[config.mk]
export PLATFORM = sky130hd
export DESIGN_NAME = add8_err_profiler
export DESIGN_NICKNAME = d
export VERILOG_FILES = /design/src/rtl/add8_err_profiler.sv
export SDC_FILE = /design/constraint.sdc
export NUM_CORES = 1
export LEC_CHECK = 0
export ABC_AREA = 1
export ABC_CLOCK_PERIOD_IN_PS = 5700
export CORE_MARGIN = 1
export CORE_UTILIZATION = 58
export DETAILED_ROUTE_END_ITERATION = 7
export GPL_TIMING_DRIVEN = 0
export PLACE_DENSITY = 0.83
export SETUP_SLACK_MARGIN = 0.3
export SLEW_MARGIN = 20
export SYNTH_ARGS = -nofsm -noshare
export SYNTH_HDL_FRONTEND = slang
export SYNTH_SLANG_ARGS = --single-unit
[constraint.sdc]
create_clock -name clk -period 5.7 [get_ports clk]
set_input_delay 0.57 -clock clk [delete_from_list [all_inputs] [get_ports clk]]
set_output_delay 0.57 -clock clk [all_outputs]
set_load 0.01 [all_outputs]
[src/rtl/add8_err_profiler.sv]
// Exhaustive error profiler for 8-bit approximate adders: sweeps all operand
// pairs, compares the adder result to the exact sum and accumulates error metrics.
module add8_err_profiler (
    input  logic        clk,
    input  logic        rst,
    input  logic        start,
    output logic [7:0]  a_o,
    output logic [7:0]  b_o,
    input  logic [8:0]  dut_o_i,
    output logic        busy,
    output logic        done,
    output logic [24:0] sum_abs_err,
    output logic [34:0] sum_sq_err,
    output logic [16:0] err_count,
    output logic [8:0]  wce,
    output logic [19:0] hd_total
);

    typedef enum logic [1:0] {IDLE, SWEEP, DRAIN, DONE} state_t;

    state_t state_q, state_d;
    logic   drain_q;
    logic   last_pair;
    logic   accept;

    logic [8:0]  exact_p0;
    logic [8:0]  e_p1;
    logic [3:0]  h_p1;
    logic        vld_p1;
    logic [17:0] sq_p1;

    function automatic logic [8:0] abs_err(input logic [8:0] o, input logic [8:0] x);
        logic signed [9:0] d;
        d = signed'({1'b0, o}) - signed'({1'b0, x});
        return (d < 0) ? 9'(-d) : 9'(d);
    endfunction

    function automatic logic [3:0] popcount9(input logic [8:0] v);
        logic [3:0] n;
        n = 4'd0;
        for (int i = 0; i < 9; i++) n = n + {3'd0, v[i]};
        return n;
    endfunction

    function automatic logic [17:0] square9(input logic [8:0] v);
        return 18'(v) * 18'(v);
    endfunction

    assign last_pair = (a_o == 8'hFF) && (b_o == 8'hFF);
    assign accept    = (state_q == IDLE) && start;
    assign busy      = (state_q == SWEEP) || (state_q == DRAIN);
    assign done      = (state_q == DONE);

    always_comb begin
        state_d = state_q;
        case (state_q)
            IDLE:    if (start) state_d = SWEEP;
            SWEEP:   if (last_pair) state_d = DRAIN;
            DRAIN:   if (drain_q) state_d = DONE;
            DONE:    state_d = IDLE;
            default: state_d = IDLE;
        endcase
    end

    always_ff @(posedge clk) begin
        if (rst) begin
            state_q <= IDLE;
            drain_q <= 1'b0;
        end else begin
            state_q <= state_d;
            drain_q <= (state_q == DRAIN) ? ~drain_q : 1'b0;
        end
    end

    // Operand generator: a_o runs fastest and both counters wrap to 0 after (255,255)
    always_ff @(posedge clk) begin
        if (rst) begin
            a_o <= 8'd0;
            b_o <= 8'd0;
        end else if (state_q == SWEEP) begin
            a_o <= a_o + 8'd1;
            if (a_o == 8'hFF) b_o <= b_o + 8'd1;
        end
    end

    // Stage 0 -> 1: capture error magnitude and Hamming distance (only in SWEEP, so X never enters)
    assign exact_p0 = {1'b0, a_o} + {1'b0, b_o};

    always_ff @(posedge clk) begin
        if (rst) begin
            vld_p1 <= 1'b0;
            e_p1   <= 9'd0;
            h_p1   <= 4'd0;
        end else begin
            vld_p1 <= (state_q == SWEEP);
            if (state_q == SWEEP) begin
                e_p1 <= abs_err(dut_o_i, exact_p0);
                h_p1 <= popcount9(dut_o_i ^ exact_p0);
            end
        end
    end

    // Stage 1 -> 2: accumulate metrics; cleared only when a new sweep is accepted
    assign sq_p1 = square9(e_p1);

    always_ff @(posedge clk) begin
        if (rst || accept) begin
            sum_abs_err <= 25'd0;
            sum_sq_err  <= 35'd0;
            err_count   <= 17'd0;
            wce         <= 9'd0;
            hd_total    <= 20'd0;
        end else if (vld_p1) begin
            sum_abs_err <= sum_abs_err + {16'd0, e_p1};
            sum_sq_err  <= sum_sq_err + {17'd0, sq_p1};
            err_count   <= err_count + {16'd0, (e_p1 != 9'd0)};
            if (e_p1 > wce) wce <= e_p1;
            hd_total    <= hd_total + {16'd0, h_p1};
        end
    end

endmodule

# ---- After elaboration in Yosys (flattened, before gate mapping)
# Index checks and enable logic that the tools add are counted.
dict set report word_totals {
  register_bits 139
  in_bits 12
  out_inout_bits 124
}
dict set report op_classes {
  mux 5
  reduce_logical 10
  order_cmp 2
  multipliers 1
  eq_ne 8
  addsub 17
  bitwise_logic 3
}
# op count
set ops {}
lappend ops {{35-bit by 18-bit adder with 35-bit output} 1}
lappend ops {{25-bit by 9-bit adder with 25-bit output} 1}
lappend ops {{20-bit by 4-bit adder with 20-bit output} 1}
lappend ops {{4-bit by 1-bit adder with 4-bit output} 5}
lappend ops {{9-bit by 9-bit multiplier with 18-bit output} 1}
lappend ops {{17-bit by 1-bit adder with 17-bit output} 1}
lappend ops {{8-bit by 1-bit adder with 8-bit output, second input constant} 2}
lappend ops {{8-bit equality test, second input constant} 2}
lappend ops {{10-bit by 1-bit < comparator with 1-bit output, second input constant} 1}
lappend ops {{9-bit by 9-bit subtractor with 10-bit output} 1}
lappend ops {{8-bit by 8-bit adder with 9-bit output} 1}
lappend ops {{9-bit greater-than comparator} 1}
lappend ops {{9-bit two-way mux} 1}
lappend ops {{9-bit negation} 1}
lappend ops {{9-bit nonzero test} 1}
lappend ops {{9-bit bitwise XOR} 1}
lappend ops {{2-bit case mux with 4 select lines} 1}
lappend ops {{2-bit two-way mux} 3}
lappend ops {{2-bit != test, second input constant} 3}
lappend ops {{3-bit by 1-bit adder with 4-bit output} 1}
lappend ops {{2-bit equality test, second input constant} 2}
lappend ops {{2-bit AND reduction} 2}
lappend ops {{2-bit by 1-bit adder with 3-bit output} 1}
lappend ops {{3-bit AND reduction} 1}
lappend ops {{7 further kinds} 10}

# ---- Logic depth before layout (Yosys ltp)
dict set report logic_depth {
  depth_word 10
  ltp_mapped 25
  mapped_depth_nobuf 24
}

# ---- Least setup slack after synthesis
# No wires, ideal clock.
dict set report synth_path {
  path_type {reg-to-reg}
  start {reg e_p1[6]}
  end {reg sum_sq_err[18]}
  arrival_ns 4.733
  n_path_buf 1
  path_slack_ns 0.854
  synth_period_minus_slack_ns 4.846
  path_stages_with_launch 21
  path_cell_list {dfxtp_1 clkbuf_1 nand2_1 fa_1 inv_1 fa_1 inv_1 fa_1 inv_1 fa_1 fa_1 ha_1 a21oi_1 o21ai_0 o21bai_2 nand2_1 nand2_1 nand2_1 nand2_1 o21ai_1 inv_1}
}
dict set report synth_between {
  elab_chain_cells 2
}
# item line_no
set synth_rtl {}
lappend synth_rtl {{start: declaration} 27} ;# logic [8:0] e_p1;
lappend synth_rtl {{start signal: assignment} 97} ;# e_p1 <= abs_err(dut_o_i, exact_p0);
lappend synth_rtl {{9-bit by 9-bit multiplier with 18-bit output} 46} ;# return 18'(v) * 18'(v);
lappend synth_rtl {{35-bit by 18-bit adder with 35-bit output} 115} ;# sum_sq_err <= sum_sq_err + {17'd0, sq_p1};
lappend synth_rtl {{end signal: assignment} 115}
lappend synth_rtl {{end: declaration} 13} ;# output logic [34:0] sum_sq_err,
# No other way between the ends.
# A chain may end at the register's enable or synchronous reset.

# ---- Worst setup path after layout
dict set report layout_path {
  start {reg e_p1[2]}
  end {reg sum_sq_err[29]}
}
# Same word-level chain as after synthesis.

==> summary.txt <==
clock sinks: 139
Detail Placement HPWL: 24450 um
Final ANT Viol Nets: 0
origin of the worst min-delay path: err_count[16]$_SDFFE_PP0P_
WP data required: 6.03 ns
f_max: 192.5 MHz
Initial Utilization: 0.5965
syn_nets: 1771
Worst path max stage delay: 0.55 ns
WL per Instance: 15.73 um
Detailed Routing Iterations Pass 1: 6
post-synth top area cell: dfxtp_1
first-pass GRT wire length: 51650 um
clock root buffer: clkbuf_16
Worst Hold Class: reg -> reg
number of flops mapped to enable cells by yosys: 0
worst-margin pin slew: 0.7876 ns
Worst-path clk slew: 0.07 ns
n_diodes: 0
area grow syn2layout: 20.72%
CP max stage cell: fa_1
synthesis-stage register bit count: 139
WHS Endpoint: err_count[16]$_SDFFE_PP0P_
Die Footprint: 19930 um2
Critical Path Source Type: flip-flop
slew margin rel.: 0.4749
worst r2r dst: sum_sq_err[29]$_SDFFE_PP0P_
RSZ-0062 raised after global routing: false
Post-Place Setup Slack: 0.08089 ns
Max-Cap Viols: 0
via/cell ratio: 5.421
Setup Fix Bufs, Post-CTS: 0
library cells used by synthesis: 56
CTS Buf Count: 17
post-synthesis sequential area ratio: 0.2477
# DRC: 0
Routed WL: 32020 um
CP arrival: 5.53 ns
CTS tree: yes
CTS Buffer Depth: 2
PortBufs: 134
gate count of the mapped netlist: 1609
die height: 141.2 um
Rows: 50
run status: finished clean
GRT Overall Usage: 0.3296
IO Count: 136
Reg2Reg Depth: 21
layout cells sized above 1: 0.07549
Die Width: 141.2 um
final instance area: 13560 um2
post-synth top area share: 0.2477
H-tree Lvls: 4
period utilisation layout: 0.9114
reg2reg setup slack: 0.50 ns
Main synth FF type: dfxtp_1
Post-Syn Area: 11230 um2
crit path cell chain: clkbuf_4, nand2_1, fa_1, inv_1, fa_1, inv_1, fa_1, inv_1, fa_1, fa_1, ha_1, a21oi_1, o21ai_1, a21oi_2, inv_1, nand2_1, nand3_2, nand2_1, nand2_1, nand2_1, nor2_1
worst IR drop on VDD: 0.0002048 V
Worst-Skew Late Latency: 0.43 ns
Slew Limit Fails: 0
Reg2Reg Launch Point: e_p1[2]$_SDFFE_PP0P_
Setup Skew: 0.01165 ns
hold path cells: 2
Worst Setup Path Type: reg -> reg
largest net degree at the start of global routing: 17
Hold-fix buffers, CTS: 0
overflow left after global routing: 0
worst setup path startpoint: e_p1[2]$_SDFFE_PP0P_
Core Region: 18830 um2
average cell area after synthesis: 6.981 um2
largest cells by area after synthesis: dfxtp_1, ha_1, nand2_1, fa_1, inv_1
vias post-DR: 11030
critical path capture point type: flip-flop
WHS: 0.4852 ns
final-report hold violation count: 0
final core utilization: 0.7201
ys async rst share: 0
P_leak: 0.006594 uW
fin nets: 1924
Placement Cell Area: 12900 um2
antenna violations before repair: 0
Initial DRC Count: 689
number of global-route vias before repair: 10810
Final WS setup: 0.5049 ns
Critical Path Fanout Max: 10
Final setup viols: 0
Final GP Congestion: 0.9753
Synthesis Warnings: 0
Final Critical Period: 5.195 ns
setup total negative slack: 0 ns
cell area power density: 329.4 nW/um2
## cell type report
| class | count | area [um2] |
|---|---|---|
| Multi-Input combinational cell | 1133 | 7154 |
| Clock buffer | 17 | 425.4 |
| Tap cell | 260 | 325.3 |
| Inverter | 298 | 1119 |
| Fill cell | 1563 | 5271 |
| Timing Repair Buffer | 134 | 1341 |
| Clock inverter | 15 | 178.9 |
| Buffer | 39 | 219.0 |
| Sequential cell | 139 | 2796 |
## how the worst max path moves through the flow
stage                                   to  slack (ns)  cells past startpoint
6_report       sum_sq_err[29]$_SDFFE_PP0P_        0.50                     21
5_1_grt        sum_sq_err[14]$_SDFFE_PP0P_        0.30                     22
4_1_cts        sum_sq_err[14]$_SDFFE_PP0P_        0.29                     20
3_5_place_dp   sum_sq_err[14]$_SDFFE_PP0P_        0.08                     20
3_3_place_gp   sum_sq_err[14]$_SDFFE_PP0P_        0.15                     20
2_1_floorplan  sum_sq_err[18]$_SDFFE_PP0P_        0.85                     20
## power by group
part,switching [uW],internal [uW],leakage [uW]
Combinational,1320,794,0.00518
Clock,511,625,0.000285
Sequential,139,1080,0.00113
Total,1970,2500,0.00659
## placed cells by master, fill, tap and decap left out, types with 5 or more instances in the layout
cell type / Yosys / routed
clkbuf_16: 0 / 17
fa_1: 55 / 55
inv_1: 290 / 290
nand3_1: 76 / 76
xnor2_1: 16 / 16
clkbuf_1: 20 / 11
nor3_2: 6 / 6
dfxtp_2: 0 / 5
o21ai_1: 8 / 8
nand2_2: 12 / 12
nand3_2: 13 / 13
xor2_1: 30 / 30
inv_2: 7 / 7
a21oi_1: 123 / 122
buf_2: 10 / 10
buf_4: 3 / 7
nand2_1: 312 / 312
dfxtp_1: 139 / 132
o211ai_1: 7 / 7
nor3_1: 30 / 30
nor2_1: 184 / 183
ha_1: 95 / 94
nor2_2: 6 / 7
nor4_1: 5 / 5
clkbuf_4: 0 / 5
nand4_1: 24 / 24
o21ai_0: 75 / 75
o21a_1: 7 / 7
clkdlybuf4s50_1: 0 / 134
## critical path: cells and delay by family, from the launching register on
kind                       cells  cell delay [ns]
adders and majority gates      6             2.87
AOI/OAI and AO/OA              3             0.66
buffers and inverters          5             0.58
and+or+nand+nor                7             0.54
DFF                            1             0.45
## Yosys cell counts (3+ instances only)
cell type,number
clkbuf_1,20
o211ai_1,7
nand3_2,13
o21a_1,7
and3_1,3
xor2_1,30
fa_1,55
nor2_4,4
buf_2,10
ha_1,95
nor3_1,30
nand4_1,24
o21ai_1,8
nand2_1,312
xnor2_1,16
a21oi_2,3
dfxtp_1,139
nor2_1,184
nand3b_1,3
nor3_2,6
inv_1,290
nand3_1,76
nand2_2,12
a21o_1,4
buf_4,3
o21bai_1,4
a21oi_1,123
inv_2,7
o21ai_0,75
buf_1,4
o21ai_2,3
nor4_1,5
nor2_2,6
## metal layers
layer  share of wire  GRT usage
met2            0.48     0.5782
met4           0.039     0.1545
met3           0.075    0.06929
met5               0          0
met1            0.40     0.3833
## flip-flops by register name, summed over array words and instances, names as in the netlist
name	count
wce	9
a_o	8
vld_p1	1
b_o	8
drain_q	1
sum_sq_err	35
e_p1	9
state_q	2
hd_total	20
sum_abs_err	25
err_count	17
h_p1	4
## stage by stage
stage / std cells / total power [uW]
2_1_floorplan: 1609 / 2641
3_3_place_gp: 2003 / 3183
3_5_place_dp: 2003 / 3265
4_1_cts: 2035 / 4421
5_1_grt: 2035 / 4783
6_report: 2035 / 4466
## logic make-up after synthesis
group / Yosys count / synth area share
xor+xnor: 46 / 0.03587
buf+inv: 337 / 0.1161
flops: 139 / 0.2477
simple gates: 690 / 0.2745
fa+ha+maj: 150 / 0.2039
compound gates: 247 / 0.1220
## repair_timing
| action | CTS | global route |
|---|---|---|
| hold endpoints to repair | 0 | 0 |
| endpoints found under the setup margin | 27 | 27 |
| resized for setup | 9 | 36 |
(Power assumes the default switching activity.)
